$ cat config.mk
export PLATFORM = sky130hd
export DESIGN_NAME = busy_initiator
export DESIGN_NICKNAME = d
export VERILOG_FILES = /design/src/rtl/busy_initiator_pkg.sv /design/src/rtl/busy_initiator_wait_timer.sv /design/src/rtl/busy_initiator.sv
export SDC_FILE = /design/constraint.sdc
export NUM_CORES = 1
export LEC_CHECK = 0
export BUFFER_PORTS_ARGS = -buffer_cell sky130_fd_sc_hd__clkbuf_2
export CORE_UTILIZATION = 54
export CTS_CLUSTER_SIZE = 14
export DETAILED_ROUTE_END_ITERATION = 8
export GPL_TIMING_DRIVEN = 0
export PLACE_DENSITY = 0.91
export RECOVER_POWER = 50
export SLEW_MARGIN = 10
export SYNTH_ARGS = -nofsm -noshare
export SYNTH_HDL_FRONTEND = slang
export SYNTH_SLANG_ARGS = --single-unit
$ cat constraint.sdc
create_clock -name i_clk -period 7.19 [get_ports i_clk]
set_input_delay 0 -clock i_clk [delete_from_list [all_inputs] [get_ports i_clk]]
set_output_delay 0 -clock i_clk [all_outputs]
set_load 0.005 [all_outputs]
$ cat src/rtl/busy_initiator_pkg.sv
// -----------------------------------------------------------------------------
// busy_initiator_pkg
//
// Purpose:
//   Definitions shared by the start/busy initiator and its wait timer. The
//   contents are the handshake state encodings, the fault codes reported on
//   o_err_code, the datapath widths, and a saturating-increment helper used by
//   the optional statistics counters.
//
// Ports:
//   None. This file is a package only.
// -----------------------------------------------------------------------------
package busy_initiator_pkg;

  // Handshake phases of the initiator.
  typedef enum logic [1:0] {
    StIdle  = 2'd0,  // no job in flight, may issue a start
    StAck   = 2'd1,  // start issued, waiting for the peer to raise busy
    StRun   = 2'd2,  // peer busy, waiting for it to fall
    StDrain = 2'd3   // stuck-busy reported, waiting for busy to fall
  } busy_state_e;

  // Fault codes, valid while o_err is high.
  localparam logic [1:0] ERR_NONE  = 2'b00;
  localparam logic [1:0] ERR_NOACK = 2'b01;
  localparam logic [1:0] ERR_STUCK = 2'b10;
  localparam logic [1:0] ERR_SPUR  = 2'b11;

  localparam int unsigned TIMER_W = 16;
  localparam int unsigned PEND_W  = 4;
  localparam int unsigned STAT_W  = 16;

  // Increment that holds at all-ones instead of wrapping.
  function automatic logic [STAT_W-1:0] sat_inc(input logic [STAT_W-1:0] val);
    logic [STAT_W-1:0] res;
    res = (&val) ? val : val + STAT_W'(1);
    return res;
  endfunction

endpackage

$ cat src/rtl/busy_initiator_wait_timer.sv
// -----------------------------------------------------------------------------
// busy_initiator_wait_timer
//
// Purpose:
//   Loadable down-counter used by the initiator to bound both the
//   acknowledge window and the busy duration of a job. A load takes priority
//   over a decrement. The count stops at zero, and o_expired is high whenever
//   the count is zero.
//
// Ports:
//   i_clk       in   clock, posedge
//   i_reset_n   in   synchronous active-low reset, clears the count
//   i_load      in   load i_load_val on the next edge
//   i_load_val  in   value to load (TIMER_W bits)
//   i_dec       in   decrement on the next edge (ignored while zero)
//   o_expired   out  count is zero
// -----------------------------------------------------------------------------
module busy_initiator_wait_timer
  import busy_initiator_pkg::*;
(
  input  logic               i_clk,
  input  logic               i_reset_n,
  input  logic               i_load,
  input  logic [TIMER_W-1:0] i_load_val,
  input  logic               i_dec,
  output logic               o_expired
);

  logic [TIMER_W-1:0] r_count;

  always_ff @(posedge i_clk) begin
    if (!i_reset_n) begin
      r_count <= '0;
    end else if (i_load) begin
      r_count <= i_load_val;
    end else if (i_dec && (r_count != '0)) begin
      r_count <= r_count - TIMER_W'(1);
    end
  end

  assign o_expired = (r_count == '0);

endmodule

$ cat src/rtl/busy_initiator.sv
// -----------------------------------------------------------------------------
// busy_initiator
//
// Purpose:
//   Initiator side of the start/busy handshake for fixed-duration busy
//   counters. The block queues job requests from upstream and issues one-cycle
//   start pulses to the peer. It follows each job's busy line to completion and
//   reports three protocol faults: the peer never acknowledges, busy stays high
//   too long, or busy rises while no job is in flight.
//
// Parameters:
//   MAX_PENDING  queued (not yet dispatched) requests allowed, 1..15
//   ACK_WAIT     cycles after o_start within which i_busy must rise, >= 1
//   MAX_WAIT     busy cycles allowed per job before a stuck fault, >= 2
//
// Ports:
//   i_clk        in   clock, posedge
//   i_reset_n    in   synchronous active-low reset
//   i_req        in   request one job, taken when i_req && o_req_ready
//   o_req_ready  out  queue has room (pending < MAX_PENDING)
//   o_start      out  one-cycle registered start pulse to the peer
//   i_busy       in   peer busy line
//   o_done       out  one-cycle pulse when a job completes
//   o_err        out  one-cycle pulse when a fault is detected
//   o_err_code   out  fault code, valid with o_err (01 no-ack, 10 stuck, 11 spurious)
//   o_pending    out  queued request count
//   o_done_cnt   out  saturating count of o_done pulses (0 unless stats built)
//   o_err_cnt    out  saturating count of o_err pulses (0 unless stats built)
//
// Build option:
//   Define BUSY_INITIATOR_STATS_EN to add the 16-bit saturating done/error
//   counters. When the option is not defined, both count ports are tied to
//   zero.
// -----------------------------------------------------------------------------
module busy_initiator
  import busy_initiator_pkg::*;
#(
  parameter int unsigned MAX_PENDING = 3,
  parameter int unsigned ACK_WAIT    = 2,
  parameter int unsigned MAX_WAIT    = 32
) (
  input  logic              i_clk,
  input  logic              i_reset_n,
  input  logic              i_req,
  output logic              o_req_ready,
  output logic              o_start,
  input  logic              i_busy,
  output logic              o_done,
  output logic              o_err,
  output logic [1:0]        o_err_code,
  output logic [PEND_W-1:0] o_pending,
  output logic [STAT_W-1:0] o_done_cnt,
  output logic [STAT_W-1:0] o_err_cnt
);

  busy_state_e        r_state;
  logic [PEND_W-1:0]  r_pending;
  logic               r_start;
  logic               r_done;
  logic               r_err;
  logic [1:0]         r_err_code;
  // Set once a spurious busy has been reported in IDLE. It stays set until
  // busy falls, so each busy episode produces one report.
  logic               r_spur_seen;

  logic               w_req_ready;
  logic               w_accept;
  logic               w_have_work;
  logic               w_dispatch;
  logic               w_timer_load;
  logic [TIMER_W-1:0] w_timer_val;
  logic               w_timer_dec;
  logic               w_expired;

  // ---------------------------------------------------------------------------
  // Request queue and dispatch decision
  // ---------------------------------------------------------------------------
  assign w_req_ready = (r_pending < PEND_W'(MAX_PENDING));
  assign w_accept    = i_req && w_req_ready;
  // A request taken this cycle counts as work, so an idle queue still starts
  // on the very next cycle.
  assign w_have_work = (r_pending != '0) || w_accept;
  // DRAIN may start the next job as soon as busy falls. IDLE starts only while
  // busy is low.
  assign w_dispatch  = w_have_work && !i_busy &&
                       ((r_state == StIdle) || (r_state == StDrain));

  // ---------------------------------------------------------------------------
  // Shared wait timer: the acknowledge window and the run limit use one timer.
  // The timer loads ACK_WAIT on dispatch and MAX_WAIT-1 when busy first
  // appears. It then counts down in ACK while busy is low and in RUN while busy
  // is high. For the run limit, expiry therefore falls on the MAX_WAIT-th RUN
  // cycle.
  // ---------------------------------------------------------------------------
  assign w_timer_load = w_dispatch || ((r_state == StAck) && i_busy);
  assign w_timer_val  = w_dispatch ? TIMER_W'(ACK_WAIT) : TIMER_W'(MAX_WAIT - 1);
  assign w_timer_dec  = ((r_state == StAck) && !i_busy) ||
                        ((r_state == StRun) && i_busy);

  busy_initiator_wait_timer u_wait_timer (
    .i_clk      (i_clk),
    .i_reset_n  (i_reset_n),
    .i_load     (w_timer_load),
    .i_load_val (w_timer_val),
    .i_dec      (w_timer_dec),
    .o_expired  (w_expired)
  );

  // ---------------------------------------------------------------------------
  // Handshake FSM with registered pulse outputs
  // ---------------------------------------------------------------------------
  always_ff @(posedge i_clk) begin
    if (!i_reset_n) begin
      r_state     <= StIdle;
      r_pending   <= '0;
      r_start     <= 1'b0;
      r_done      <= 1'b0;
      r_err       <= 1'b0;
      r_err_code  <= ERR_NONE;
      r_spur_seen <= 1'b0;
    end else begin
      r_start    <= 1'b0;
      r_done     <= 1'b0;
      r_err      <= 1'b0;
      r_err_code <= ERR_NONE;

      // Dispatch only happens when there is work, so this cannot underflow.
      // Accept is gated by o_req_ready, so it cannot overflow.
      r_pending <= r_pending + PEND_W'(w_accept) - PEND_W'(w_dispatch);

      if (!i_busy) begin
        r_spur_seen <= 1'b0;
      end else if (r_state == StIdle) begin
        r_spur_seen <= 1'b1;
      end

      unique case (r_state)
        StIdle: begin
          if (i_busy) begin
            if (!r_spur_seen) begin
              r_err      <= 1'b1;
              r_err_code <= ERR_SPUR;
            end
          end else if (w_dispatch) begin
            r_start <= 1'b1;
            r_state <= StAck;
          end
        end

        StAck: begin
          if (i_busy) begin
            r_state <= StRun;
          end else if (w_expired) begin
            // The peer never answered, so the job is dropped.
            r_err      <= 1'b1;
            r_err_code <= ERR_NOACK;
            r_state    <= StIdle;
          end
        end

        StRun: begin
          if (!i_busy) begin
            r_done  <= 1'b1;
            r_state <= StIdle;
          end else if (w_expired) begin
            r_err      <= 1'b1;
            r_err_code <= ERR_STUCK;
            r_state    <= StDrain;
          end
        end

        StDrain: begin
          // No timeout here. The faulted job gets no o_done.
          if (!i_busy) begin
            if (w_dispatch) begin
              r_start <= 1'b1;
              r_state <= StAck;
            end else begin
              r_state <= StIdle;
            end
          end
        end

        default: r_state <= StIdle;
      endcase
    end
  end

  assign o_req_ready = w_req_ready;
  assign o_start     = r_start;
  assign o_done      = r_done;
  assign o_err       = r_err;
  assign o_err_code  = r_err_code;
  assign o_pending   = r_pending;

  // ---------------------------------------------------------------------------
  // Optional statistics
  // ---------------------------------------------------------------------------
`ifdef BUSY_INITIATOR_STATS_EN
  logic [STAT_W-1:0] r_done_cnt;
  logic [STAT_W-1:0] r_err_cnt;

  always_ff @(posedge i_clk) begin
    if (!i_reset_n) begin
      r_done_cnt <= '0;
      r_err_cnt  <= '0;
    end else begin
      if (r_done) begin
        r_done_cnt <= sat_inc(r_done_cnt);
      end
      if (r_err) begin
        r_err_cnt <= sat_inc(r_err_cnt);
      end
    end
  end

  assign o_done_cnt = r_done_cnt;
  assign o_err_cnt  = r_err_cnt;
`else
  assign o_done_cnt = '0;
  assign o_err_cnt  = '0;
`endif

endmodule

==> out/metrics.yaml <==
outcome:
  status: "finished clean"
setup_path:
  start_kind: "register"
  crit_type: "reg2reg"
  arrival_ns: 2.93
  cp-end-kind: "register"
  cpMaxStageDelayCell: "a211oi_1"
  crit_chain: "inv_1 -> ha_1 -> a211oi_1 -> ha_1 -> inv_1 -> ha_1 -> a21o_1 -> a21oi_1 -> xor2_1 -> and2_1"
  critical_path.max_fanout: 6
  critPathRequiredTime_ns: 7.47
  critical-path-max-stage-delay_ns: 0.55
  path_common_cell: "ha_1"
detailed_routing:
  wl_per_cell_um: 11.9
  route.final.wire_length_um: 3670
  drt-initial-drc-count: 62
  drt.antenna.violating_nets: 0
  drt_pre_antenna_iters: 4
  via_per_inst: 5.28
  vias: 1630
  drc: 0
grt:
  grt_pass1_wl_um: 6230
  grt_usage_pct: 22.7
  antenna_found_initial: 0
  grt_max_degree: 15
  gr-total-overflow: 0
  grt_pass1_vias: 1452
placed_design:
  preCtsSetupSlack_ns: 4.60
  hpwlAfterDp_um: 2740
  routabilityCongestion: 0.872
  io_buffers: 13
  dp.cells: 305
  place_area_um2: 2070
cts:
  cts.sinks: 28
  ctsLongestPathBuffers: 2
  post_cts_buffers: 0
  cts_tree: "built"
  clkLatencyLatePin_ns: 0.32
  clk_pin_slew_ns: 0.14
  root_buffer: "clkbuf_4"
  h-tree-depth: 1
  numCtsBuffers: 3
run:
  max-cap-violations: 0
sta:
  rsz0062_at_grt: "no"
  worst_pin_slew_ns: 0.613
  period_minus_slack_ns: 2.65
  fin_crit_sh_pct: 36.8
  slew_headroom_pct: 58.9
  drv_slew: 0
  fmax_mhz: 378
  fin_skew_ns: 0.00403
  tns_ns: 0
  setup_viol: 0
  worst_slack_ns: 4.54
  hold_viol_final: 0
floorplan:
  die_h_um: 60.2
  core.rowCount: 20
  io_pins: 46
  die_width_um: 60.2
  initial_core_util_pct: 58.5
  coreArea_um2: 3130
  dieArea_um2: 3620
final_layout:
  fillCellCount: 268
  drive_gt1_share_pct: 18.9
  final_cells: 309
  nets: 284
  antenna_cells: 0
  area_delta_synth_final_pct: 14.0
  fin_area_um2: 2080
synthesis:
  synthTopCellsByCount: "buf_4, dfxtp_1, a21oi_1"
  synth_top_area_share_pct: 30.6
  synthTopCellsByArea: "dfxtp_1, buf_4, ha_1"
  yosysSeqAreaShare_pct: 30.6
  synth_area_um2: 1830
  async_flop_share_pct: 0
  syn_area_per_cell_um2: 8.43
  yosys.area.top_type: "dfxtp_1"
  synth_cell_types: 40
  synth-edff-count: 0
  ys_ff_latch: 28
  synth_most_common_cell: "buf_4"
  synthesis.instances: 217
  dominantRegCellSynth: "dfxtp_1"
  yosys_warnings: 0
pwr:
  cellLeakagePower_nw: 0.951
  peakVddDrop_mv: 0.206
  cellPowerDensity_nw_per_um2: 348
hold_path:
  hold_class: "in2reg"
-- cell families after synthesis --
logic type               count (synthesis)  synth area share (%)
multiplexers                             3                  1.64
buffers and inverters                   56                  18.5
AO/OA/AOI/OAI                           50                  17.9
other                                    1                 0.205
XOR/XNOR                                 2                 0.958
AND/OR/NAND/NOR                         64                  20.9
adder cells (fa/ha/maj)                 13                  9.30
flip-flops                              28                  30.6
-- flip-flops by register name, indices dropped and copies added (netlist names) --
name / flops
u_wait_timer.r_count: 16
o_pending: 4
o_err_code: 2
r_state: 2
o_done: 1
o_err: 1
o_start: 1
r_spur_seen: 1
-- power by group --
part | internal, mW | switching [mW] | total (mW) | leakage (nW)
logic | 0.179 | 0.259 | 0.438 | 0.708
registers | 0.192 | 0.0329 | 0.224 | 0.229
clock network | 0.0197 | 0.0437 | 0.0634 | 0.0138
-- layout make-up --
type,count,area [um^2],area share (%)
Multi-Input combinational cell,164,1040,50.1
Timing Repair Buffer,14,65.1,3.12
Clock buffer,3,22.5,1.08
Sequential cell,28,561,26.9
Inverter,15,56.3,2.70
Buffer,41,282,13.5
Tap cell,44,55.1,2.64
-- stage by stage --
step	utilization [%]	hold slack [ns]	total power, mW
6_report	66.6	0.0871	0.726
4_1_cts	67.1	0.0758	0.726
3_5_place_dp	66.0	0.331	0.659
5_1_grt	66.6	0.134	0.791
3_3_place_gp	66.0	0.318	0.647
2_1_floorplan	-	0.152	0.558
-- routing by layer --
metal | wire length [um] | up-vias | track usage, %
met4 | 104 | 0 | 12.3
met3 | 196 | 11 | 2.81
met5 | 0 | - | 0
met1 | 1580 | 748 | 28.3
li1 | - | 809 | -
met2 | 1780 | 62 | 37.7
-- worst paths after layout --
check                                                          start                              endpoint  slack [ns]  cells past startpoint
worst max-delay path                         r_state[0]$_SDFFE_PN0P_               o_pending[3]$_SDFF_PN0_        4.54                     10
worst min-delay path                                          i_busy                    o_start$_SDFF_PP0_        0.09                      3
worst max register to register               r_state[0]$_SDFFE_PN0P_               o_pending[3]$_SDFF_PN0_        4.54                     10
worst min register to register  u_wait_timer.r_count[9]$_SDFFE_PN0P_  u_wait_timer.r_count[9]$_SDFFE_PN0P_        0.50                      2
-- worst max-delay path: cells and delay by family (launching register included) --
kind,cells,cell delay (ns)
compound gates,3,0.90
simple gates,1,0.13
flops,1,0.40
buf+inv,2,0.15
xor+xnor,1,0.16
fa+ha+maj,3,0.87
-- timing repair --
action,4_1_cts,5_1_grt
hold buffers,1,0
gates resized for setup,0,0
endpoints found under the hold margin,2,0
-- cells in the final DEF, fill, tap and decap left out, types with 4 or more instances in the layout --
master    instances
or2_2             4
inv_1            15
nand2_1          12
and2_1            4
clkbuf_1         16
dfxtp_1          28
a31oi_1           5
o31ai_1          10
conb_1           32
a21oi_1          17
ha_1             12
or3_1             4
or4_1            11
clkbuf_2          5
nor2_1            8
buf_4            32
o21ai_0           4
Note: power is estimated with default switching activity, not from simulation.
